**src/rtl/fifo_wr_frontend_if.sv**
```systemverilog
// Write-side stream/FIFO bundle for fifo_wr_frontend.
// slave = the front end itself, master = the surrounding logic that drives it.
interface fifo_wr_frontend_if #(
  parameter int DATA_SIZE = 8,
  parameter int ADDR_SIZE = 4
);
  logic                 s_valid;
  logic [DATA_SIZE-1:0] s_data;
  logic                 s_ready;
  logic                 winc;
  logic [DATA_SIZE-1:0] wdata;
  logic                 wfull;
  logic [ADDR_SIZE:0]   wptr;
  logic [ADDR_SIZE:0]   wq2_rptr;
  logic [ADDR_SIZE:0]   wlevel;
  logic                 walmost_full;

  modport slave (
    input  s_valid, s_data, wfull, wptr, wq2_rptr,
    output s_ready, winc, wdata, wlevel, walmost_full
  );

  modport master (
    output s_valid, s_data, wfull, wptr, wq2_rptr,
    input  s_ready, winc, wdata, wlevel, walmost_full
  );
endinterface

```
**src/rtl/fifo_wr_frontend.sv**
```systemverilog
// Async FIFO write front end: 2-entry skid buffer feeding winc/wdata, plus Gray-pointer fill level.
// Define FIFO_WR_LEVEL_EN to build the wlevel/walmost_full decode; otherwise both are tied to 0.
module fifo_wr_frontend #(
  parameter int DATA_SIZE    = 8,
  parameter int ADDR_SIZE    = 4,
  parameter int AFULL_THRESH = 12
) (
  input  logic                  wclk,
  input  logic                  wrst_n,
  fifo_wr_frontend_if.slave     bus
);

  typedef enum logic [1:0] {
    EMPTY = 2'd0,
    ONE   = 2'd1,
    TWO   = 2'd2
  } state_t;

  localparam logic [ADDR_SIZE:0] AFULL_LVL = (ADDR_SIZE + 1)'(AFULL_THRESH);

  state_t               state_r;
  state_t               next_state_s;
  logic                 s_ready_r;
  logic                 accept_s;
  logic                 winc_s;
  logic [DATA_SIZE-1:0] head_r;
  logic [DATA_SIZE-1:0] tail_r;

  assign accept_s    = bus.s_valid & s_ready_r;
  assign bus.s_ready = s_ready_r;
  assign bus.winc    = winc_s;
  assign bus.wdata   = head_r;

  // State register; s_ready is registered from next state so wfull never reaches it combinationally
  always_ff @(posedge wclk or negedge wrst_n) begin
    if (!wrst_n) begin
      state_r   <= EMPTY;
      s_ready_r <= 1'b0;
    end else begin
      state_r   <= next_state_s;
      s_ready_r <= (next_state_s != TWO);
    end
  end

  // Next-state logic for the entry count
  always_comb begin
    next_state_s = state_r;
    case (state_r)
      EMPTY: begin
        if (accept_s) next_state_s = ONE;
        else          next_state_s = EMPTY;
      end
      ONE: begin
        if (accept_s && !winc_s)      next_state_s = TWO;
        else if (!accept_s && winc_s) next_state_s = EMPTY;
        else                          next_state_s = ONE;
      end
      TWO: begin
        if (winc_s) next_state_s = ONE;
        else        next_state_s = TWO;
      end
      default: next_state_s = EMPTY;
    endcase
  end

  // Output logic: write whenever something is buffered and the FIFO has room
  always_comb begin
    winc_s = 1'b0;
    if (state_r != EMPTY) winc_s = ~bus.wfull;
    else                  winc_s = 1'b0;
  end

  // Skid storage: head is the oldest word, tail only holds the second entry
  always_ff @(posedge wclk or negedge wrst_n) begin
    if (!wrst_n) begin
      head_r <= {DATA_SIZE{1'b0}};
      tail_r <= {DATA_SIZE{1'b0}};
    end else begin
      case (state_r)
        EMPTY: if (accept_s) head_r <= bus.s_data;
        ONE: begin
          if (accept_s) begin
            if (winc_s) head_r <= bus.s_data;
            else        tail_r <= bus.s_data;
          end
        end
        TWO: if (winc_s) head_r <= tail_r;
        default: head_r <= head_r;
      endcase
    end
  end

`ifdef FIFO_WR_LEVEL_EN
  function automatic logic [ADDR_SIZE:0] gray2bin(input logic [ADDR_SIZE:0] g);
    logic [ADDR_SIZE:0] b;
    b[ADDR_SIZE] = g[ADDR_SIZE];
    for (int i = ADDR_SIZE - 1; i >= 0; i--) b[i] = b[i+1] ^ g[i];
    return b;
  endfunction

  logic [ADDR_SIZE:0] level_s;
  logic [ADDR_SIZE:0] wlevel_r;
  logic               walmost_full_r;

  // Modular subtraction over ADDR_SIZE+1 bits stays correct across pointer wrap
  assign level_s = gray2bin(bus.wptr) - gray2bin(bus.wq2_rptr);

  // Fill level and almost-full flag, one wclk behind the pointers
  always_ff @(posedge wclk or negedge wrst_n) begin
    if (!wrst_n) begin
      wlevel_r       <= {(ADDR_SIZE + 1){1'b0}};
      walmost_full_r <= 1'b0;
    end else begin
      wlevel_r       <= level_s;
      walmost_full_r <= (level_s >= AFULL_LVL);
    end
  end

  assign bus.wlevel       = wlevel_r;
  assign bus.walmost_full = walmost_full_r;
`else
  logic unused_level_s;
  assign unused_level_s   = ^{bus.wptr, bus.wq2_rptr, AFULL_LVL};
  assign bus.wlevel       = {(ADDR_SIZE + 1){1'b0}};
  assign bus.walmost_full = 1'b0;
`endif

endmodule

```
**src/flat_wrapper.sv**
```systemverilog
// flat-port wrapper written by rule: the top's interface ports become plain ports
module fifo_wr_frontend_flat 
#(
  parameter int DATA_SIZE    = 8,
  parameter int ADDR_SIZE    = 4,
  parameter int AFULL_THRESH = 12
)
  (wclk, wrst_n, bus_s_valid, bus_s_data, bus_wfull, bus_wptr, bus_wq2_rptr, bus_s_ready, bus_winc, bus_wdata, bus_wlevel, bus_walmost_full);
  fifo_wr_frontend_if #(.DATA_SIZE(DATA_SIZE), .ADDR_SIZE(ADDR_SIZE)) bus_i ();
  input  logic wclk;
  input  logic wrst_n;
  input wire logic [$bits(bus_i.s_valid)-1:0] bus_s_valid;
  input wire logic [$bits(bus_i.s_data)-1:0] bus_s_data;
  input wire logic [$bits(bus_i.wfull)-1:0] bus_wfull;
  input wire logic [$bits(bus_i.wptr)-1:0] bus_wptr;
  input wire logic [$bits(bus_i.wq2_rptr)-1:0] bus_wq2_rptr;
  output wire logic [$bits(bus_i.s_ready)-1:0] bus_s_ready;
  output wire logic [$bits(bus_i.winc)-1:0] bus_winc;
  output wire logic [$bits(bus_i.wdata)-1:0] bus_wdata;
  output wire logic [$bits(bus_i.wlevel)-1:0] bus_wlevel;
  output wire logic [$bits(bus_i.walmost_full)-1:0] bus_walmost_full;
  assign bus_i.s_valid = bus_s_valid;
  assign bus_i.s_data = bus_s_data;
  assign bus_i.wfull = bus_wfull;
  assign bus_i.wptr = bus_wptr;
  assign bus_i.wq2_rptr = bus_wq2_rptr;
  assign bus_s_ready = bus_i.s_ready;
  assign bus_winc = bus_i.winc;
  assign bus_wdata = bus_i.wdata;
  assign bus_wlevel = bus_i.wlevel;
  assign bus_walmost_full = bus_i.walmost_full;
  fifo_wr_frontend #(.DATA_SIZE(DATA_SIZE), .ADDR_SIZE(ADDR_SIZE), .AFULL_THRESH(AFULL_THRESH)) u_core (.wclk(wclk), .wrst_n(wrst_n), .bus(bus_i));
endmodule
```
**config.mk**
```make
export PLATFORM = sky130hd
export DESIGN_NAME = fifo_wr_frontend_flat
export DESIGN_NICKNAME = d
export VERILOG_FILES = /design/src/rtl/fifo_wr_frontend_if.sv /design/src/rtl/fifo_wr_frontend.sv /design/src/flat_wrapper.sv
export SDC_FILE = /design/constraint.sdc
export NUM_CORES = 1
export LEC_CHECK = 0
export ABC_AREA = 0
export CAP_MARGIN = 20
export CORE_MARGIN = 2
export CORE_UTILIZATION = 40
export CTS_CLUSTER_DIAMETER = 120
export DETAILED_ROUTE_END_ITERATION = 10
export DONT_BUFFER_PORTS = 1
export SETUP_SLACK_MARGIN = 0.4
export SYNTH_ARGS = -nofsm -noshare
export SYNTH_HDL_FRONTEND = slang
export SYNTH_SLANG_ARGS = --single-unit
```
**constraint.sdc**
```tcl
create_clock -name wclk -period 2 [get_ports wclk]
set_input_delay 0.2 -clock wclk [delete_from_list [all_inputs] [get_ports wclk]]
set_output_delay 0.2 -clock wclk [all_outputs]
set_load 0.05 [all_outputs]
```
==> flow_metrics.py <==
metrics = {
    "critical_path": {
        "regToRegEndpoint": "u_core.bus.wdata[3]$_DFFE_PN0P_",
        "critical_path.endpoint_type": "flop",
        "worst-r2r-cell-count": 5,
        "cp_data_required_time_ps": 2170,
        "crit_path_max_fanout": 8,
        "regToRegSetupSlack_ps": 430,
        "timing.rr.start": "u_core.state_r[1]$_DFF_PN0_",
        "critPathArrivalTime_ps": 1750,
        "critPathLaunchType": "flop",
        "worst-setup-path-type": "reg2reg",
    },
    "min_path": {
        "holdCritStartpoint": "bus_s_data[5]",
        "hold_path.class": "in2reg",
        "hold-path-cell-count": 1,
        "worst_hold_path.endpoint": "u_core.tail_r[5]$_DFFE_PN0P_",
    },
    "timing": {
        "finalSetupViolCount": 0,
        "slew_headroom_pct": 43.8,
        "finalWorstPathRequiredPeriod_ps": 1570,
        "final_critical_path_setup_slack_ps": 425,
        "rsz_0062_raised_after_global_routing": "yes",
        "timing_worst_slew_pin_value_ps": 841,
        "holdWs_ps": 33.3,
        "hold_viol": 0,
        "finalMaxSlewViolations": 0,
        "worst_case_clock_skew_ps": 12.1,
        "max_freq_mhz": 635,
        "layout_worst_path_cycle_share_pct": 78.7,
        "timing.setup.tns_ps": 0,
    },
    "power": {
        "vdd.ir_drop.worst_v": 0.000952,
        "power_leakage_nw": 0.474,
        "totalPowerFinal_mw": 2.00,
        "p_per_area_mw_per_mm2": 1880,
    },
    "layout": {
        "area.growth.synth_to_final_pct": 10.6,
        "nNetsFinal": 98,
        "finish.cell_count_without_fillers": 102,
        "diodes": 0,
        "layout-drive-gt1-share_pct": 48.6,
    },
    "placement": {
        "routabilityCongestion": 0.640,
        "numPortBuffers": 0,
        "placed_cells_incl_taps": 94,
        "detailed_place_hpwl_mm": 1.05,
        "preCtsSetupSlack_ps": 349,
    },
    "logic_synthesis": {
        "synth_cells": 69,
        "most_used_standard_cell_by_instance_count_after_synthesis": "sky130_fd_sc_hd__dfrtp_1",
        "synthDistinctLibCells": 22,
        "post_synth_instance_area_um2": 960,
        "number_of_storage_elements_in_the_synthesis_netlist": 19,
        "most_common_flop_cell_mapped_by_yosys": "sky130_fd_sc_hd__dfrtp_1",
        "syn_area_per_cell_um2": 13.9,
        "synth.area.top_cells": "sky130_fd_sc_hd__dfrtp_1 (50%), sky130_fd_sc_hd__mux2_2 (14%), sky130_fd_sc_hd__mux2_4 (13%)",
        "postSynth.asyncResetShare_pct": 100,
        "synth_common_cells": "sky130_fd_sc_hd__dfrtp_1 (19), sky130_fd_sc_hd__mux2_2 (12), sky130_fd_sc_hd__mux2_4 (8)",
        "netlist.top_cell.by_area": "sky130_fd_sc_hd__dfrtp_1",
        "netlist.area_leader.share_pct": 49.5,
        "yosys_warnings": 0,
        "synth-edff-count": 0,
        "synth_seq_area_share_pct": 49.5,
    },
    "clocking": {
        "cts_root_buf": "sky130_fd_sc_hd__clkbuf_4",
        "cts_buffer_count": 3,
        "clkLatencyLatePin_ps": 290,
        "ctsLongestPathBuffers": 2,
        "cts.clk_slew.worst_paths_ps": 110,
        "tritoncts": "done",
        "clock_sink_count": 19,
        "htree_num_levels": 1,
    },
    "global_routing": {
        "grt_pass1_vias": 580,
        "grt_max_degree": 20,
        "antenna_found_initial": 0,
        "globalRouteOverflowTotal": 0,
        "grt_util_met2_pct": 22.9,
        "grt_first_pass_wirelength_mm": 2.73,
        "gr-usage-all-layers_pct": 13.8,
        "grt.met3_usage_pct": 5.93,
        "grt_use_met1_pct": 16.7,
        "grt.busiest_layer": "met2",
    },
    "flow_run": {
        "cap_viol_max_count": 0,
    },
    "detailed_routing": {
        "routed_wl_mm": 1.59,
        "detailedRoute.firstPassIterationCount": 4,
        "route.detailed.wl_per_inst_um": 15.6,
        "num_vias": 542,
        "drt-initial-drc-count": 3,
        "drc_violation_count_after_routing": 0,
        "drtAntennaViolNets": 0,
        "routed_via_density": 5.31,
    },
    "floorplanning": {
        "dieHeight_um": 53.0,
        "die_area_mm2": 0.00281,
        "io_pins": 38,
        "num_rows": 17,
        "die-width_um": 53.0,
        "core_mm2": 0.00223,
        "floorplan.initialDensity_pct": 43.0,
    },
    "status": {
        "run_status": "finished, final reports clean",
    },
}
-- where the power goes --
part	total, mW	internal, mW	switching (mW)
Combinational	0.817	0.477	0.340
Clock	0.187	0.0775	0.110
Sequential	0.995	0.575	0.421
Total	2.00	1.13	0.871
-- flip-flops by register name, summed over array words and instances, names as in the netlist --
register	flops
u_core.bus.wdata	8
u_core.tail_r	8
u_core.state_r	2
u_core.bus.s_ready	1
-- logic make-up (layout without fill, tap and decap cells) --
group                    count (synthesis)  count (layout)  synth area share (%)
multiplexers                            24              24                  31.3
flip-flops                              19              19                  49.5
buffers and inverters                   11              11                  8.34
AND/OR/NAND/NOR                          9               9                  5.74
AO/OA/AOI/OAI                            4               4                  3.39
adder cells (fa/ha/maj)                  1               1                  1.30
other                                    1               6                 0.391
-- critical path: stages, from the launching register on --
cell and delay [ps]:
sky130_fd_sc_hd__dfrtp_1 440, sky130_fd_sc_hd__buf_6 140, sky130_fd_sc_hd__nor3b_1 140, sky130_fd_sc_hd__a211o_2 290
sky130_fd_sc_hd__buf_12 150, sky130_fd_sc_hd__mux2_4 290
-- layout by cell type, fill, tap and decap left out, drive strengths merged --
cell          n
a211o         1
a221o         1
and2          1
buf           4
clkbuf        4
conb          6
dfrtp        19
dlygate4sd3   1
ha            1
inv           2
mux2         24
nand2         1
nand2b        1
nand3         1
nor2          2
nor2b         1
nor3b         1
nor4bb        1
o21ai         1
o22a          1
-- area by class of cell --
| class | instances | area, µm² |
|---|---|---|
| Clock buffer | 4 | 26.3 |
| Fill cell | 221 | 1170 |
| Inverter | 2 | 7.51 |
| Multi-Input combinational cell | 44 | 459 |
| Sequential cell | 19 | 477 |
| Tap cell | 28 | 35.0 |
| Timing Repair Buffer | 5 | 56.3 |
-- worst max-delay path by stage --
stage | start | depth (start not counted) | endpoint | slack, ps
4_1_cts | u_core.state_r[0]$_DFF_PN0_ | 3 | u_core.tail_r[4]$_DFFE_PN0P_ | 420
3_5_place_dp | u_core.state_r[1]$_DFF_PN0_ | 3 | u_core.bus.wdata[7]$_DFFE_PN0P_ | 350
2_1_floorplan | u_core.bus.s_ready$_DFF_PN0_ | 5 | u_core.bus.wdata[0]$_DFFE_PN0P_ | 390
6_report | u_core.state_r[1]$_DFF_PN0_ | 5 | u_core.bus.wdata[3]$_DFFE_PN0P_ | 430
5_1_grt | u_core.state_r[1]$_DFF_PN0_ | 5 | u_core.bus.wdata[2]$_DFFE_PN0P_ | 380
3_3_place_gp | u_core.state_r[1]$_DFF_PN0_ | 3 | u_core.bus.wdata[3]$_DFFE_PN0P_ | 330
-- stage by stage --
step	area, µm²	util, %
4_1_cts	1050	46.9
3_5_place_dp	957	42.9
2_1_floorplan	987	-
6_report	1060	47.5
5_1_grt	1060	47.5
3_3_place_gp	957	42.9
-- routing by layer --
metal | vias up | wire length (µm) | share of wire (%)
li1 | 240 | - | -
met1 | 286 | 654 | 41
met2 | 14 | 823 | 52
met3 | 2 | 101 | 6.4
met4 | 0 | 8 | 0.50
met5 | - | 0 | 0
-- repair_timing --
action,in CTS,in global routing
resized for setup,4,4
pin swaps,3,2
hold buffers,1,0
hold endpoints to repair,19,0
setup endpoints to repair,9,15
buffers inserted,3,0
No activity file was read; power rests on OpenSTA's default activity.
